<file path="src/rtl/mult_issue_ctrl.sv">
// Issue controller for the 16x16 signed multiplier: buffers operand pairs, runs the
// req/ack/result_rdy handshake with a timeout guard and emits one checked record per transaction.
module mult_issue_ctrl #(
    parameter int unsigned IN_FIFO_DEPTH  = 4,
    parameter int unsigned TIMEOUT_CYCLES = 64
) (
    input  logic        clk,
    input  logic        rst,
    input  logic        in_valid,
    output logic        in_ready,
    input  logic [15:0] in_a,
    input  logic [15:0] in_b,
    input  logic        in_force_par_err,
    output logic [15:0] arg_a,
    output logic        arg_a_parity,
    output logic [15:0] arg_b,
    output logic        arg_b_parity,
    output logic        req,
    input  logic        ack,
    input  logic [31:0] result,
    input  logic        result_parity,
    input  logic        result_rdy,
    input  logic        arg_parity_error,
    output logic        out_valid,
    input  logic        out_ready,
    output logic [31:0] out_result,
    output logic        out_arg_err,
    output logic        out_res_par_err,
    output logic        out_timeout,
    output logic        busy,
    output logic [15:0] txn_cnt
);
    localparam int unsigned PTR_W = $clog2(IN_FIFO_DEPTH);
    localparam int unsigned CNT_W = PTR_W + 1;
    localparam int unsigned TMO_W = $clog2(TIMEOUT_CYCLES + 1);
    localparam int unsigned ENT_W = 33;

    typedef enum logic [1:0] {S_IDLE, S_REQ, S_WAIT_RDY, S_OUT} state_t;

    state_t             state_q, state_d;
    logic [ENT_W-1:0]   fifo_mem [IN_FIFO_DEPTH];
    logic [PTR_W-1:0]   wr_ptr_q, rd_ptr_q;
    logic [CNT_W-1:0]   count_q, count_d;
    logic [ENT_W-1:0]   head;
    logic               push_c, pop_c, tmo_hit, do_capture, do_abort;
    logic [TMO_W-1:0]   tmo_q, tmo_d;
    logic               in_ready_q, in_ready_d, busy_q, busy_d;
    logic               req_q, req_d;
    logic [15:0]        arg_a_q, arg_a_d, arg_b_q, arg_b_d;
    logic               arg_a_par_q, arg_a_par_d, arg_b_par_q, arg_b_par_d;
    logic               out_valid_q, out_valid_d;
    logic [31:0]        out_result_q, out_result_d;
    logic               out_arg_err_q, out_arg_err_d;
    logic               out_res_par_err_q, out_res_par_err_d;
    logic               out_timeout_q, out_timeout_d;
    logic [15:0]        txn_q, txn_d;

    assign push_c  = in_valid && in_ready_q;
    assign head    = fifo_mem[rd_ptr_q];
    assign tmo_hit = (tmo_q == TMO_W'(TIMEOUT_CYCLES - 1));
    assign count_d = count_q + CNT_W'(push_c) - CNT_W'(pop_c);

    // Entry layout: {force_par_err, a, b}
    always_ff @(posedge clk) begin
        if (push_c) begin
            fifo_mem[wr_ptr_q] <= {in_force_par_err, in_a, in_b};
        end
    end

    // Transaction sequencing; the timeout counter spans REQ and WAIT_RDY
    always_comb begin
        state_d           = state_q;
        pop_c             = 1'b0;
        do_capture        = 1'b0;
        do_abort          = 1'b0;
        tmo_d             = tmo_q;
        req_d             = req_q;
        arg_a_d           = arg_a_q;
        arg_b_d           = arg_b_q;
        arg_a_par_d       = arg_a_par_q;
        arg_b_par_d       = arg_b_par_q;
        out_valid_d       = out_valid_q;
        out_result_d      = out_result_q;
        out_arg_err_d     = out_arg_err_q;
        out_res_par_err_d = out_res_par_err_q;
        out_timeout_d     = out_timeout_q;
        txn_d             = txn_q;
        case (state_q)
            S_IDLE: begin
                if (count_q != '0) begin
                    pop_c       = 1'b1;
                    arg_a_d     = head[31:16];
                    arg_b_d     = head[15:0];
                    arg_a_par_d = (^head[31:16]) ^ head[32];
                    arg_b_par_d = ^head[15:0];
                    req_d       = 1'b1;
                    tmo_d       = '0;
                    state_d     = S_REQ;
                end
            end
            S_REQ: begin
                tmo_d = tmo_q + TMO_W'(1);
                if (ack && result_rdy) begin
                    do_capture = 1'b1;
                end else if (tmo_hit) begin
                    do_abort = 1'b1;
                end else if (ack) begin
                    req_d   = 1'b0;
                    state_d = S_WAIT_RDY;
                end
            end
            S_WAIT_RDY: begin
                tmo_d = tmo_q + TMO_W'(1);
                if (result_rdy) begin
                    do_capture = 1'b1;
                end else if (tmo_hit) begin
                    do_abort = 1'b1;
                end
            end
            S_OUT: begin
                if (out_ready) begin
                    out_valid_d = 1'b0;
                    txn_d       = txn_q + 16'd1;
                    state_d     = S_IDLE;
                end
            end
            default: state_d = S_IDLE;
        endcase
        if (do_capture) begin
            req_d             = 1'b0;
            out_valid_d       = 1'b1;
            out_result_d      = result;
            out_arg_err_d     = arg_parity_error;
            out_res_par_err_d = (^result) != result_parity;
            out_timeout_d     = 1'b0;
            state_d           = S_OUT;
        end
        if (do_abort) begin
            req_d             = 1'b0;
            out_valid_d       = 1'b1;
            out_result_d      = '0;
            out_arg_err_d     = 1'b0;
            out_res_par_err_d = 1'b0;
            out_timeout_d     = 1'b1;
            state_d           = S_OUT;
        end
    end

    assign in_ready_d = (count_d != CNT_W'(IN_FIFO_DEPTH));
    assign busy_d     = (state_d != S_IDLE) || (count_d != '0);

    always_ff @(posedge clk) begin
        if (rst) begin
            state_q           <= S_IDLE;
            wr_ptr_q          <= '0;
            rd_ptr_q          <= '0;
            count_q           <= '0;
            tmo_q             <= '0;
            in_ready_q        <= 1'b1;
            busy_q            <= 1'b0;
            req_q             <= 1'b0;
            arg_a_q           <= '0;
            arg_b_q           <= '0;
            arg_a_par_q       <= 1'b0;
            arg_b_par_q       <= 1'b0;
            out_valid_q       <= 1'b0;
            out_result_q      <= '0;
            out_arg_err_q     <= 1'b0;
            out_res_par_err_q <= 1'b0;
            out_timeout_q     <= 1'b0;
            txn_q             <= '0;
        end else begin
            state_q           <= state_d;
            wr_ptr_q          <= wr_ptr_q + PTR_W'(push_c);
            rd_ptr_q          <= rd_ptr_q + PTR_W'(pop_c);
            count_q           <= count_d;
            tmo_q             <= tmo_d;
            in_ready_q        <= in_ready_d;
            busy_q            <= busy_d;
            req_q             <= req_d;
            arg_a_q           <= arg_a_d;
            arg_b_q           <= arg_b_d;
            arg_a_par_q       <= arg_a_par_d;
            arg_b_par_q       <= arg_b_par_d;
            out_valid_q       <= out_valid_d;
            out_result_q      <= out_result_d;
            out_arg_err_q     <= out_arg_err_d;
            out_res_par_err_q <= out_res_par_err_d;
            out_timeout_q     <= out_timeout_d;
            txn_q             <= txn_d;
        end
    end

    assign in_ready        = in_ready_q;
    assign busy            = busy_q;
    assign req             = req_q;
    assign arg_a           = arg_a_q;
    assign arg_b           = arg_b_q;
    assign arg_a_parity    = arg_a_par_q;
    assign arg_b_parity    = arg_b_par_q;
    assign out_valid       = out_valid_q;
    assign out_result      = out_result_q;
    assign out_arg_err     = out_arg_err_q;
    assign out_res_par_err = out_res_par_err_q;
    assign out_timeout     = out_timeout_q;
    assign txn_cnt         = txn_q;

endmodule
</file>
<file path="config.mk">
export PLATFORM = sky130hd
export DESIGN_NAME = mult_issue_ctrl
export DESIGN_NICKNAME = d
export VERILOG_FILES = /design/src/rtl/mult_issue_ctrl.sv
export SDC_FILE = /design/constraint.sdc
export NUM_CORES = 1
export LEC_CHECK = 0
export ABC_CLOCK_PERIOD_IN_PS = 10300
export CAP_MARGIN = 20
export CELL_PAD_IN_SITES_DETAIL_PLACEMENT = 2
export CELL_PAD_IN_SITES_GLOBAL_PLACEMENT = 2
export CORE_UTILIZATION = 39
export CTS_CLUSTER_DIAMETER = 120
export DETAILED_ROUTE_END_ITERATION = 12
export PLACE_DENSITY_LB_ADDON = 0.1
export SETUP_SLACK_MARGIN = 0.5
export SLEW_MARGIN = 20
export SYNTH_ARGS = -nofsm -noshare
export SYNTH_HDL_FRONTEND = slang
export SYNTH_SLANG_ARGS = --single-unit
</file>
<file path="constraint.sdc">
create_clock -name clk -period 10.3 [get_ports clk]
set_input_delay 2.06 -clock clk [delete_from_list [all_inputs] [get_ports clk]]
set_output_delay 2.06 -clock clk [all_outputs]
set_load 0.01 [all_outputs]
</file>
Word-level counts from Yosys, hierarchy flattened
Memory sizes are Yosys's and may differ from the RTL's. A register that Yosys moved wholly into a read port is not among the register bits.
Cells that the tools add are included.

word-level totals
  input port bits = 73
  bits in writable memories = 132
  memories = 1
  flip-flop bits (word level) = 105

operators by class
  add/sub/neg operators = 6
  bitwise gates (word level) = 1
  reductions and logical operators = 23
  equality and inequality tests = 10
  multiplexer cells = 33

memories
  name      words  bits a word  rd ports  clocked after Yosys merged registers in  write ports  RTL line  RTL
  fifo_mem  4      33           1         1                                        1            41        logic [ENT_W-1:0] fifo_mem [IN_FIFO_DEPTH];

operators by type and width
  cell                   number
  $reduce_xor 16->1      2
  $reduce_xor 32->1      1
  $mux 1                 19
  $add 16x1->16 const B  1
  $mux 2                 8
  $pmux 7 s2             1
  $reduce_bool 3->1      4
  $ne 2x2->1 const B     4
  $reduce_and 2->1       4
  $reduce_bool 2->1      4
  $add 7x1->7 const B    1
  $eq 7x6->1 const B     1
  $mux 7                 1
  $pmux 1 s2             3
  $pmux 2 s3             1
  $reduce_and 5->1       1
  $add 2x1->2            2
  $eq 2x2->1 const B     2
  $reduce_or 2->1        2
  $add 3x1->3            1
  $ne 3x3->1 const B     1
  $reduce_or 3->1        1
  $sub 3x1->3            1
  $eq 2x1->1 const B     1
  other kinds (5)        6

Longest topological paths before layout
Gate-level depths: netlist (run 1).

  depth after elaboration = 8
  mapped depth = 14
  depth with buffers taken out = 12

Worst setup path before layout (run 1)
No wires, ideal clock.

  path kind = in2reg
  start point = input in_valid
  end point = memory fifo_mem[1][0], enable pin
  cell stages on the path = 2
  setup slack = 5170 ps
  data arrival time = 4659 ps
  path buffers = 0
  required time = 9829 ps
  cell sequence = nand2_1 > nor3b_1

between the ends
  word-level cells in the longest chain between the ends = 3

ends and longest elaborated chain
  element                       RTL line  RTL
  start, declared               9         input logic in_valid,
  $logic_and 1x1->1             58        assign push_c = in_valid && in_ready_q;
  $mux 1                        65        if (push_c) begin
  $mux 1 (not written as such)  66        fifo_mem[wr_ptr_q] <= {in_force_par_err, in_a, in_b};
  end, declared                 41

No other way between the ends.

Worst setup path in the final report (run 1)
  start point = input in_valid
  end point = register busy_q (netlist: busy)

between the ends
  word-level cells in the longest chain between the ends = 5

ends and longest elaborated chain
  element               RTL line  RTL
  $logic_and 1x1->1     58
  $add 3x1->3           61        assign count_d = count_q + CNT_W'(push_c) - CNT_W'(pop_c);
  $sub 3x1->3           61
  $reduce_bool 3->1     150       assign busy_d = (state_d != S_IDLE) || (count_d != '0);
  $logic_or 1x1->1      150
  end signal, assigned  179       busy_q <= busy_d;
  end, declared         47        logic in_ready_q, in_ready_d, busy_q, busy_d;

No other way between the ends.
A chain may end at the register's enable or synchronous reset.

==> results, run 1 <==
- The flow ran to the end, and the final reports show no timing, DRC or antenna violations.
- The total die area is approximately 0.025 mm².
- The final max-slew violation count is 0.
- The number of setup buffers added after CTS is 0.
- The share of synthesized area in the top cell type comes to 41.7%.
- The clock net sink count is 237.
- The number of port buffers is 161.
- The HPWL after detailed placement is between 15 and 20 mm.
- The worst setup path is launched from an input pin.
- After filler insertion, the fill cell instance count of the layout stands at 2287.
- After synthesis, the cell types taking the most area are edfxtp_1 (42%), dfxtp_1 (22%), nand2_1 (6.2%).
- The initial antenna violation count is 2.
- The final instance area is 0.0122 mm².
- The type of the setup path with the least slack is input pin to flop.
- 0 antenna diodes ended up in the layout.
- In this run the worst path has a maximum fanout of 5.
- The total count of hold-check failures in the final report is 0.
- The violation count after the first detailed-route iteration is approximately 180.
- The final period utilization is 36.9%.
- Measured against its own limit, the worst slew margin works out to 44.7%.
- The worst hold-check path type is flop to flop.
- The aggregate global-route resource usage is 20.5%.
- Based on the critical path, the design can be clocked at up to 263 MHz.
- The worst setup path is captured at a flop.
- The count of flip-flops with a built-in enable after synthesis is 132.
- Wires add up to 25.0 mm.
- The antenna violation net count after detailed routing is 0.
- VDD sags by at most 174 µV.
- The async set or reset register ratio after synthesis is 0%.
- In this run the vertical extent of the chip is about 160 µm.
- After routing, the total negative slack on setup checks comes to 0 ns.
- After detailed routing, the number of vias per cell comes to just over 5.
- The via count of the first global-routing pass is 7096.
- For this run, design rule violations remaining after detail routing come to 0.
- The synthesized net count is 817.
- In this run the horizontal extent of the chip is 158 µm.
- The synthesized netlist occupies a cell area of between 0.009 and 0.01 mm².
- The mean instance size in the synthesized netlist is 13.0 µm².
- The initial utilization of the core area, before any placement, comes to 40.1%.
- For this block, the via count after detailed routing is 6270.
- The leakage power is 0.00416 µW.
- The core outline area is 0.0237 mm².
- The Yosys step of the flow raised 0 warnings.
- The number of max-capacitance violations reported is 0.
- The worst path arrival time is a little over 4 ns.
- The number of failing setup endpoints in the final timing report is 0.
- The flip-flop and latch count after synthesis is around 240.
- The initialized floorplan defines 56 standard-cell rows.
- Clock-pin slew was measured on the worst setup and hold paths at 0.06 ns.
- The first-pass iteration count of the detailed router is 4.
- Entering global routing, the biggest net connects 68 pins.
- The average wire length per cell after detail routing is ~20 µm.
- Setup repair after global routing left no endpoint under its margin.
- The number of buffers between clock root and the deepest sink is 3.
- The most frequently used flop master after synthesis is edfxtp_1.
- The clock tree from TritonCTS is built.
- CTS built an H-tree with a depth of 1.
- The required time at the worst-slack endpoint is roughly 11 ns.
- Power spread over the standard cell area amounts to 269 mW/mm².
- Synthesis produced 732 cells.
- The number of different library cells in the post-synthesis netlist is 42.
- Summing the sequential cell areas from Yosys gives 63.9% of the chip area.
- After global routing the overflow that remains totals 0.
- The ratio of cells with drive above 1 in the final layout is 8.37%.
- The final critical path time including I/O delays and setup is 3.80 ns.
- At the end of routability-driven placement, the weighted congestion stood at 0.777.
- The first-pass GRT wire length is roughly 39 mm.
- The area growth from synthesis to layout is 29.0%.
- The slew at the pin closest to its max-slew limit is 0.830 ns.
- For this run, the post-layout net count is between 900 and 1000.
- The number of ports placed on the die boundary is 162.
- The number of buffers created by CTS is 27.
- Across the routed clock network, the largest skew measured is between 0.009 and 0.01 ns.
- The clock latency on the worst-skew pair is 0.52 ns.
- For this design, the CTS-stage hold fixing added 0 buffers.
- The biggest area contributor in the post-synthesis netlist is edfxtp_1.
- The tree is rooted in a clkbuf_16.
- The post-place instance area is between 0.01 and 0.015 mm².
- Gates resized during post-CTS repair numbered 0.
area by class of cell:
type                       instances  area, µm²  share of cell area [%]
inverter                          13       48.8                   0.398
clock buffer                      37        713                    5.82
timing repair buffer             173       1700                    13.9
multi-input combinational        448       3210                    26.2
clock inverter                    12        114                   0.930
tap                              319        399                    3.26
sequential                       237       6070                    49.5
critical path: stages:
cell	delay [ns]
clkdlybuf4s50_1	0.47
nand2_1	0.17
ha_1	0.33
inv_1	0.04
ha_1	0.19
fa_1	0.38
xnor2_1	0.15
xnor2_1	0.22
a41oi_1	0.14
where the power goes:
| part | internal, µW | total [µW] | switching, µW | leakage (µW) |
|---|---|---|---|---|
| sequential | 1150 | 1230 | 80.1 | 0.00207 |
| clock | 534 | 900 | 366 | 0.000401 |
| combinational | 565 | 1160 | 598 | 0.00170 |
final timing paths:
check,from,endpoint,slack [ns],cells after the start
worst max register to register,rd_ptr_q[0],arg_a_parity,7.17,8
worst min register to register,out_result[29],out_result[29],0.46,2
worst max-delay path,in_valid,busy,6.50,9
worst min-delay path,out_result[29],out_result[29],0.46,2
per-layer routing:
| metal | vias to the layer above | share of wire [%] | global-route usage [%] |
|---|---|---|---|
| li1 | 2920 | - | - |
| met1 | 3169 | 40 | 24.1 |
| met2 | 132 | 53 | 38.4 |
| met3 | 47 | 4.1 | 3.48 |
| met4 | 2 | 2.1 | 5.59 |
| met5 | - | 0.052 | 0 |
Yosys cell counts (all sizes together) (5+ instances only):
master  number
nand3        5
ha          11
o21ai        9
dfxtp      105
inv         12
xor2        24
xnor2       55
clkbuf      22
edfxtp     132
buf         12
mux4        33
nand2      158
and3         8
nor2b        5
a21oi       78
nor2        33
flip-flops by register name (all words and copies together), names as in the netlist, 2 cells and up:
signal      count
arg_a          16
arg_b          16
count_q         3
fifo_mem      132
out_result     32
rd_ptr_q        2
state_q         2
tmo_q           7
txn_cnt        16
wr_ptr_q        2
cells by family after synthesis:
kind of cell	after synthesis	synth area share [%]
adders and majority gates	12	1.66
AOI/OAI and AO/OA	98	5.61
xor gates and xnor gates	81	8.24
muxes	33	8.46
buffers and inverters	47	2.50
and+or+nand+nor	224	9.65
DFF	237	63.9
layout by cell type (no fill, tap or decap), types with 17 or more instances in the layout:
cell / count
xnor2_1: 49
mux4_2: 17
a21oi_1: 77
nand2_1: 158
clkdlybuf4s50_1: 160
dfxtp_1: 104
edfxtp_1: 132
nor2_1: 33
xor2_1: 24
clkbuf_16: 27
metrics by stage:
step	total power (µW)	setup slack [ns]	hold slack, ns	cells	utilization [%]
2_1_floorplan	2030	5.17	0.472	732	-
3_3_place_gp	2350	6.07	0.438	1190	48.2
3_5_place_dp	2420	5.96	0.452	1190	48.2
4_1_cts	3350	6.50	0.461	1239	51.7
5_1_grt	3470	6.40	0.481	1239	51.7
6_report	3290	6.50	0.459	1239	51.7
Note: power is estimated with default switching activity, not from simulation.
==> run 2: changes to the inputs <==
--- a/config.mk
+++ b/config.mk
@@ -5,11 +5,11 @@
 export SDC_FILE = /design/constraint.sdc
 export NUM_CORES = 1
 export LEC_CHECK = 0
-export ABC_CLOCK_PERIOD_IN_PS = 10300
+export ABC_CLOCK_PERIOD_IN_PS = 3800
 export CAP_MARGIN = 20
 export CELL_PAD_IN_SITES_DETAIL_PLACEMENT = 2
 export CELL_PAD_IN_SITES_GLOBAL_PLACEMENT = 2
-export CORE_UTILIZATION = 39
+export CORE_UTILIZATION = 36
 export CTS_CLUSTER_DIAMETER = 120
 export DETAILED_ROUTE_END_ITERATION = 12
 export PLACE_DENSITY_LB_ADDON = 0.1
==> constraint.sdc (replaced) <==
create_clock -name clk -period 3.8 [get_ports clk]
set_input_delay 0.76 -clock clk [delete_from_list [all_inputs] [get_ports clk]]
set_output_delay 0.76 -clock clk [all_outputs]
set_load 0.01 [all_outputs]
==> run 2 against run 1 <==
Compared with the run above:
- global-route usage is 1.8 points lower
- total power grew to 2.8 times the previous value
- sequential power grew to 2.7 times the previous value
- first-iteration DRC count is 32% higher
- die area is 8.2% higher
- largest cell class unchanged
- highest routed layer is now met4
==> results, run 2 (synthesized netlist as in run 1, its figures left out) <==
- Run status: complete, no violations (unchanged).
- Commonest cells after routing, fill and taps aside: clkdlybuf4s50_1 (160), nand2_1 (158), edfxtp_1 (132) (unchanged).
- The violation count after the first detailed-route iteration came to 240 (was 182).
- The number of port buffers was 161 (unchanged).
- The commonest non-fill, non-tap cell in the layout is clkdlybuf4s50_1 (unchanged).
- The aggregate global-route resource usage is 18.8% (was 20.5%).
- The share of power burned in the clock network was 28.5% (was 27.3%).
- The number of rows in the core area is 59 (was 56).
- The number of setup buffers added after CTS was 0 (unchanged).
- The last weighted congestion value of the routability-driven placer is 0.753 (was 0.777).
- The total number of vias is 6213 (was 6270).
- The most repeated library cell on the critical path is xnor2_1.
- The kind of start point of the critical path was a flop (was input pin).
- The post-route non-filler standard cell count came to 1258 (was 1239).
- The clock-pin slew on the worst setup and hold paths is 0.07 ns (was 0.06 ns).
- The headroom to the max-slew limit is 41.9% (was 44.7%).
- The slowest library cell on the worst path is dfxtp_2 (was clkdlybuf4s50_1).
- The clock tree from TritonCTS is built (unchanged).
- The first-pass iteration count of the detailed router came to 7 (was 4).
- The die span in y is 164 µm (was 158 µm).
- The required time at the worst-slack endpoint is 4.27 ns (was 10.65 ns).
- The clock latency on the worst-skew pair is 0.56 ns (was 0.52 ns).
- The starting density of the core is 36.5% (was 40.1%).
- The number of buffers created by CTS came to 27 (unchanged).
- The switching component of the power is 2870 µW (was 1040 µW).
- The chip width is 164 µm (was 158 µm).
- The part of the power in registers is 37.0% (was 37.3%).
- The total of hold buffers inserted after clock tree synthesis is 0 (unchanged).
- The antenna violation net count after detailed routing was 0 (unchanged).
- The launching point of the worst reg2reg path is rd_ptr_q[0] (unchanged).
- The slack of the worst reg-to-reg path was 0.84 ns (was 7.17 ns).
- The half-perimeter wire length after detailed placement is 16.8 mm (was 16.9 mm).
- The timing startpoint of the critical path is rd_ptr_q[0] (was in_valid).
- The total power density per cell area was 735 mW/mm² (was 269 mW/mm²).
- The portion of total power attributed to combinational logic came to 34.5% (was 35.3%).
- The initial antenna violation count is 0 (was 2).
- The number of ports placed on the die boundary is 162 (unchanged).
- The number of flip-flops in the largest register is 132 (unchanged).
- The final worst clock skew came to 0.0252 ns (was 0.00931 ns).
- The clock net sink count was 237 (unchanged).
- The post-detailed-route DRC marker count is 0 (unchanged).
- The leakage power was 0.00421 µW (was 0.00416 µW).
- The first-pass GRT wire length is 38.9 mm (about the same).
- The worst stage delay on the critical path came to 0.78 ns (was 0.47 ns).
- The number of buffers between clock root and the deepest sink is 3 (unchanged).
- The maximum vdd ir drop was 483 µV (was 174 µV).
- The detail-routed via count per cell is 4.94 (was 5.06).
- The root buffer cell was clkbuf_16 (unchanged).
- The number of max-capacitance violations reported is 0 (unchanged).
- The cell count after placement was 1208 (was 1190).
- Critical path cell sequence: buf_4, buf_4, mux4_1, xor2_1, xnor2_1, xnor2_1, xnor2_1, a211oi_2 (was clkdlybuf4s50_1, nand2_1, ha_1, inv_1, ha_1, fa_1, xnor2_1, xnor2_1, a41oi_1).
- The average wire length per cell after detail routing is 19.9 µm (was 20.2 µm).
- The number of antenna cells inserted came to 0 (unchanged).
- The number of gates resized after cts is 0 (unchanged).
- The type of element capturing the critical path is a flop (unchanged).
- The total count of hold-check failures in the final report is 0 (unchanged).
- The total number of H-tree levels is 1 (unchanged).
- The pin count of the biggest net entering global routing is 42 (was 68).
- The core outline area is 0.0260 mm² (was 0.0237 mm²).
- The fmax is 337 MHz.
- The wire length after detailed routing is 25.1 mm (was 25.0 mm).
- The layout overhead on the synthesized area was 30.2% (was 29.0%).
- The internal power consumption came to 6210 µW (was 2250 µW).
- The number of filler instances in the final layout is 2549 (was 2287).
- The worst path arrival time is 3.43 ns (was 4.15 ns).
- The destination of the critical timing path was arg_b_parity (was busy).
- The maximum fanout encountered on the critical timing path was 20 (was 5).
- The final period utilization is 78.0%.
- The number of failing setup endpoints in the final timing report came to 0 (unchanged).
- The worst hold-check path type is flop to flop (unchanged).
- The register with the most flip-flops is fifo_mem (unchanged).
- The total die area is 0.0270 mm² (was 0.0250 mm²).
- The overflow left after global routing was 0 (unchanged).
- The type of the setup path with the least slack is flop to flop (was input pin to flop).
- The final max-slew violation count is 0 (unchanged).
- The fraction of power spent switching nets is 31.6% (was 31.7%).
- The ratio of cells with drive above 1 in the final layout is 9.21% (was 8.37%).
- The destination of the worst register-to-register timing path was arg_b_parity (was arg_a_parity).
- The via count of the first global-routing pass came to 6970 (was 7096).
- The count of cells along the worst register-to-register path came to 8 (unchanged).
- The final layout net count is 987 (was 985).
- The final critical path time including I/O delays and setup is 2.96 ns.
- The final sum of negative setup slack came to 0 ns (unchanged).
- RSZ-0062 raised after global routing: no (unchanged).
- The slew at the pin closest to its max-slew limit is 0.871 ns (was 0.830 ns).
[run 2: cell count changes in the layout (fill, tap and decap cells not counted), moves of 2 or more]
cell,previous run,this run
clkbuf_8,0,5
nor3b_4,0,2
clkinv_1,5,3
buf_4,12,14
nor3b_2,2,0
[run 2: critical path: cells and delay by family (launching register included)]
family                    cells  cell delay (ns)
DFF                           1             0.78
xor gates and xnor gates      4             0.68
muxes                         1             0.65
buffers and inverters         2             0.56
AOI/OAI and AO/OA             1             0.22
[run 2: how the worst min path moves through the flow]
| stage | from | to | slack [ns] | cells after the start |
|---|---|---|---|---|
| floorplan | tmo_q[1] | tmo_q[1] | 0.47 | 2 |
| global placement | out_res_par_err | out_res_par_err | 0.44 | 2 |
| detailed placement | arg_a[7] | arg_a[7] | 0.45 | 2 |
| CTS | arg_a[15] | arg_a[15] | 0.46 | 2 |
| global route | arg_a[11] | arg_a[11] | 0.48 | 2 |
| finish | arg_a[11] | arg_a[11] | 0.46 | 2 |
[run 2: metal layers]
metal	GRT usage, %	vias up	part of all wire (%)
met3	2.69	33	3.6
li1	-	2925	-
met4	4.13	0	1.8
met1	22.8	3124	41
met2	35.0	131	53
met5	0	-	0
[run 2: cell type report]
cell class / instances / area (µm²) / area share, %
timing repair buffer: 175 / 1710 / 13.8
clock inverter: 9 / 108 / 0.870
sequential: 237 / 6070 / 49.1
multi-input combinational: 448 / 3230 / 26.1
inverter: 13 / 48.8 / 0.395
clock buffer: 41 / 778 / 6.30
tap: 335 / 419 / 3.39
[run 2: power groups by stage]
| stage | clock network, µW | registers [µW] | logic [µW] |
|---|---|---|---|
| 6_report | 2590 | 3360 | 3130 |
| 5_1_grt | 2750 | 3410 | 3420 |
| 4_1_cts | 2670 | 3370 | 3230 |
| 3_5_place_dp | 0 | 3420 | 3170 |
| 3_3_place_gp | 0 | 3390 | 3030 |
| 2_1_floorplan | 0 | 3380 | 2110 |
[run 2: metrics by stage]
step                      area [µm²]  hold slack (ns)  power, µW  util (%)  setup slack (ns)
after floorplan                 9510            0.472       5490         -             0.847
after global placement         11500            0.440       6410      44.2             0.778
after detailed placement       11500            0.452       6590      44.2             0.676
after CTS                      12400            0.463       9270      47.6             0.749
after global routing           12400            0.481       9570      47.6             0.551
final                          12400            0.457       9080      47.6             0.837
==> run 3: changes to the inputs <==
--- a/config.mk
+++ b/config.mk
@@ -5,11 +5,11 @@
 export SDC_FILE = /design/constraint.sdc
 export NUM_CORES = 1
 export LEC_CHECK = 0
-export ABC_CLOCK_PERIOD_IN_PS = 3800
+export ABC_CLOCK_PERIOD_IN_PS = 2600
 export CAP_MARGIN = 20
 export CELL_PAD_IN_SITES_DETAIL_PLACEMENT = 2
 export CELL_PAD_IN_SITES_GLOBAL_PLACEMENT = 2
-export CORE_UTILIZATION = 36
+export CORE_UTILIZATION = 32
 export CTS_CLUSTER_DIAMETER = 120
 export DETAILED_ROUTE_END_ITERATION = 12
 export PLACE_DENSITY_LB_ADDON = 0.1
==> constraint.sdc (replaced) <==
create_clock -name clk -period 2.6 [get_ports clk]
set_input_delay 0.52 -clock clk [delete_from_list [all_inputs] [get_ports clk]]
set_output_delay 0.52 -clock clk [all_outputs]
set_load 0.01 [all_outputs]
==> run 3 against run 2 <==
Compared with the run above:
- global-route usage down 1.8 points
- critical path depth did not move
- final cell count grew 6.2%
- clock skew grew 0.023 ns
- via count increased by 1.2%
- clock power increased by 54%
- clock-buffer cell count down 5
- worst setup slack got worse by 0.56 ns
- combinational power up 69%
- sequential power up 44%
- wire length up 3.0%
- critical endpoint is now arg_a_parity
- largest cell class unchanged
==> results, run 3 (synthesized netlist as in run 1, its figures left out) <==
- The clock latency on the worst-skew pair is 0.57 ns (was 0.56 ns).
- The type of element capturing the critical path is a flop (unchanged).
- The part of the power in registers came to 34.4% (was 37.0%).
- The startpoint of the tightest hold check path is rst (was arg_a[11]).
- The clock-pin slew on the worst setup and hold paths was 0.06 ns (was 0.07 ns).
- The register with the most flip-flops is fifo_mem (unchanged).
- The number of filler instances in the final layout is 2847 (was 2549).
- Critical path cell sequence: buf_4, mux4_2, xnor2_2, xnor2_1, xnor3_1, xnor2_1, nand2_1, a21oi_2 (was buf_4, buf_4, mux4_1, xor2_1, xnor2_1, xnor2_1, xnor2_1, a211oi_2).
- The worst stage delay on the critical path is 0.53 ns (was 0.78 ns).
- The storage element area came to 0.00608 mm² (was 0.00607 mm²).
- The final period utilization is 89.4% (was 78.0%).
- The number of rows in the core area was 62 (was 59).
- The headroom to the max-slew limit came to 62.0% (was 41.9%).
- The portion of total power attributed to combinational logic is 37.4% (was 34.5%).
- The number of antenna cells inserted is 0 (unchanged).
- The first-pass GRT wire length is 40.4 mm (was 38.9 mm).
- The final max-slew violation count came to 0 (unchanged).
- The starting density of the core came to 32.8% (was 36.5%).
- The total count of hold-check failures in the final report is 0 (unchanged).
- The core outline area was 0.0289 mm² (was 0.0260 mm²).
- The commonest non-fill, non-tap cell in the layout is clkdlybuf4s50_1 (unchanged).
- The core occupancy in the finished layout came to 44.9% (was 47.6%).
- The number of max-capacitance violations reported was 0 (unchanged).
- The launching point of the worst reg2reg path is rd_ptr_q[0] (unchanged).
- The root buffer cell is clkbuf_16 (unchanged).
- The most repeated library cell on the critical path was xnor2_1 (unchanged).
- The last weighted congestion value of the routability-driven placer is 0.765 (was 0.753).
- The final instance area is 0.0130 mm² (was 0.0124 mm²).
- Commonest cells after routing, fill and taps aside: clkdlybuf4s50_1 (160), nand2_1 (158), edfxtp_1 (132) (unchanged).
- The via count of the first global-routing pass came to 7027 (was 6970).
- The violation count after the first detailed-route iteration was 119 (was 240).
- The worst path arrival time is 2.83 ns (was 3.43 ns).
- The final layout net count is 1015 (was 987).
- The aggregate global-route resource usage is 17.0% (was 18.8%).
- The number of buffers created by CTS is 28 (was 27).
- The clock tree from TritonCTS is built (unchanged).
- The worst hold-check path type is input pin to flop (was flop to flop).
- The number of buffers between clock root and the deepest sink is 3 (unchanged).
- The initial antenna violation count is 0 (unchanged).
- The internal power consumption is 9730 µW (was 6210 µW).
- RSZ-0062 raised after global routing: yes (was no).
- The clock net sink count is 237 (unchanged).
- The number of port buffers was 161 (unchanged).
- The slew at the pin closest to its max-slew limit is 0.565 ns (was 0.871 ns).
- The maximum vdd ir drop is 525 µV (was 483 µV).
- Run status: complete, no violations (unchanged).
- The fraction of power spent switching nets is 31.1% (was 31.6%).
- The kind of cell adding the most delay to the critical path is XOR/XNOR gates (was flip-flops).
- The number of failing setup endpoints in the final timing report was 0 (unchanged).
- The type of the setup path with the least slack was flop to flop (unchanged).
- The kind of start point of the critical path is a flop (unchanged).
- The required time at the worst-slack endpoint is 3.10 ns (was 4.27 ns).
- The placement-stage worst setup slack is 0.0413 ns (was 0.676 ns).
- The area of combinational cells with multiple inputs is 0.00335 mm² (was 0.00323 mm²).
- The slowest library cell on the worst path is mux4_2 (was dfxtp_2).
- The switching component of the power is 4390 µW (was 2870 µW).
- The average wire length per cell after detail routing is 19.3 µm (was 19.9 µm).
- The fmax is 430 MHz (was 337 MHz).
- The chip width is 174 µm (was 164 µm).
- The pin count of the biggest net entering global routing was 50 (was 42).
- The total number of H-tree levels is 1 (unchanged).
- The wire length after detailed routing is 25.8 mm (was 25.1 mm).
- The share of power burned in the clock network is 28.3% (was 28.5%).
- The total die area came to 0.0304 mm² (was 0.0270 mm²).
- The ratio of cells with drive above 1 in the final layout was 16.4% (was 9.21%).
- The timing startpoint of the critical path is rd_ptr_q[0] (unchanged).
- The post-detailed-route DRC marker count is 0 (unchanged).
- The maximum fanout encountered on the critical timing path is 6 (was 20).
- The final critical path time including I/O delays and setup is 2.32 ns (was 2.96 ns).
- The total of hold buffers inserted after clock tree synthesis is 0 (unchanged).
- The leakage power was 0.00445 µW (was 0.00421 µW).
- The number of flip-flops in the largest register is 132 (unchanged).
- The layout overhead on the synthesized area was 36.7% (was 30.2%).
- The overflow left after global routing is 0 (unchanged).
- The final worst setup slack is 0.275 ns (was 0.837 ns).
- The first-pass iteration count of the detailed router is 4 (was 7).
- The half-perimeter wire length after detailed placement is 16.7 mm (was 16.8 mm).
- The final sum of negative setup slack is 0 ns (unchanged).
- The antenna violation net count after detailed routing came to 0 (unchanged).
- The total chip power is 14100 µW (was 9080 µW).
- The total number of vias is 6289 (was 6213).
- The die span in y is 174 µm (was 164 µm).
- The number of buffers and inverters on the critical path is 1 (was 2).
- The final worst clock skew was 0.0478 ns (was 0.0252 ns).
- The detail-routed via count per cell came to 4.71 (was 4.94).
- The number of ports placed on the die boundary is 162 (unchanged).
- The post-place instance area is 0.0117 mm² (was 0.0115 mm²).
- The total power density per cell area is 1090 mW/mm² (was 735 mW/mm²).
-- run 3: cell count changes in the layout (fill, tap and decap cells not counted), sizes merged --
cell / previous run / this run
buf: 15 / 41
inv: 13 / 12
clkinv: 7 / 13
bufinv: 2 / 4
clkbuf: 41 / 37
-- run 3: final timing paths --
path / cells past startpoint / endpoint / slack [ns]
worst max-delay path: 8 / arg_a_parity / 0.28
worst min-delay path: 2 / txn_cnt[3] / 0.41
worst max register to register: 8 / arg_a_parity / 0.28
worst min register to register: 2 / out_res_par_err / 0.46
-- run 3: cell type report --
class	count	share of cell area (%)
Clock buffer	36	5.78
Clock inverter	16	1.53
Inverter	13	0.472
Multi-Input combinational cell	448	25.8
Sequential cell	237	46.8
Tap cell	384	3.70
Timing Repair Buffer	202	15.8
-- run 3: power groups by stage --
stage | sequential, µW | combinational [µW] | clock, µW
3_5_place_dp | 4930 | 4900 | 0
3_3_place_gp | 4880 | 4780 | 0
6_report | 4850 | 5280 | 3990
4_1_cts | 4860 | 5180 | 4110
5_1_grt | 4920 | 5780 | 4230
2_1_floorplan | 4950 | 3290 | 0
-- run 3: stage by stage --
stage	std cells	hold slack, ns
finish	1336	0.411
global route	1336	0.421
floorplan	732	0.472
detailed placement	1261	0.449
CTS	1320	0.398
global placement	1261	0.441
-- run 3: metal layers --
layer / GRT usage, % / up-vias / wire length, µm
li1: - / 2967 / -
met1: 20.5 / 3165 / 10800
met2: 31.4 / 122 / 13600
met3: 2.65 / 35 / 897
met4: 4.24 / 0 / 564
met5: 0 / - / 0
-- run 3: repair_timing --
action / 4_1_cts / 5_1_grt
buffers inserted: 6 / 15
setup endpoints to repair: 36 / 51
endpoints found under the hold margin: 0 / 0
resized for setup: 21 / 19
cloned: 1 / 1
pin swaps: 11 / 9
-- run 3: worst register-to-register path, stage by stage, from the launching register on --
cell     delay (ns)
dfxtp_4        0.41
buf_4          0.13
mux4_2         0.53
xnor2_2        0.21
xnor2_1        0.17
xnor3_1        0.44
xnor2_1        0.16
nand2_1        0.09
a21oi_2        0.13
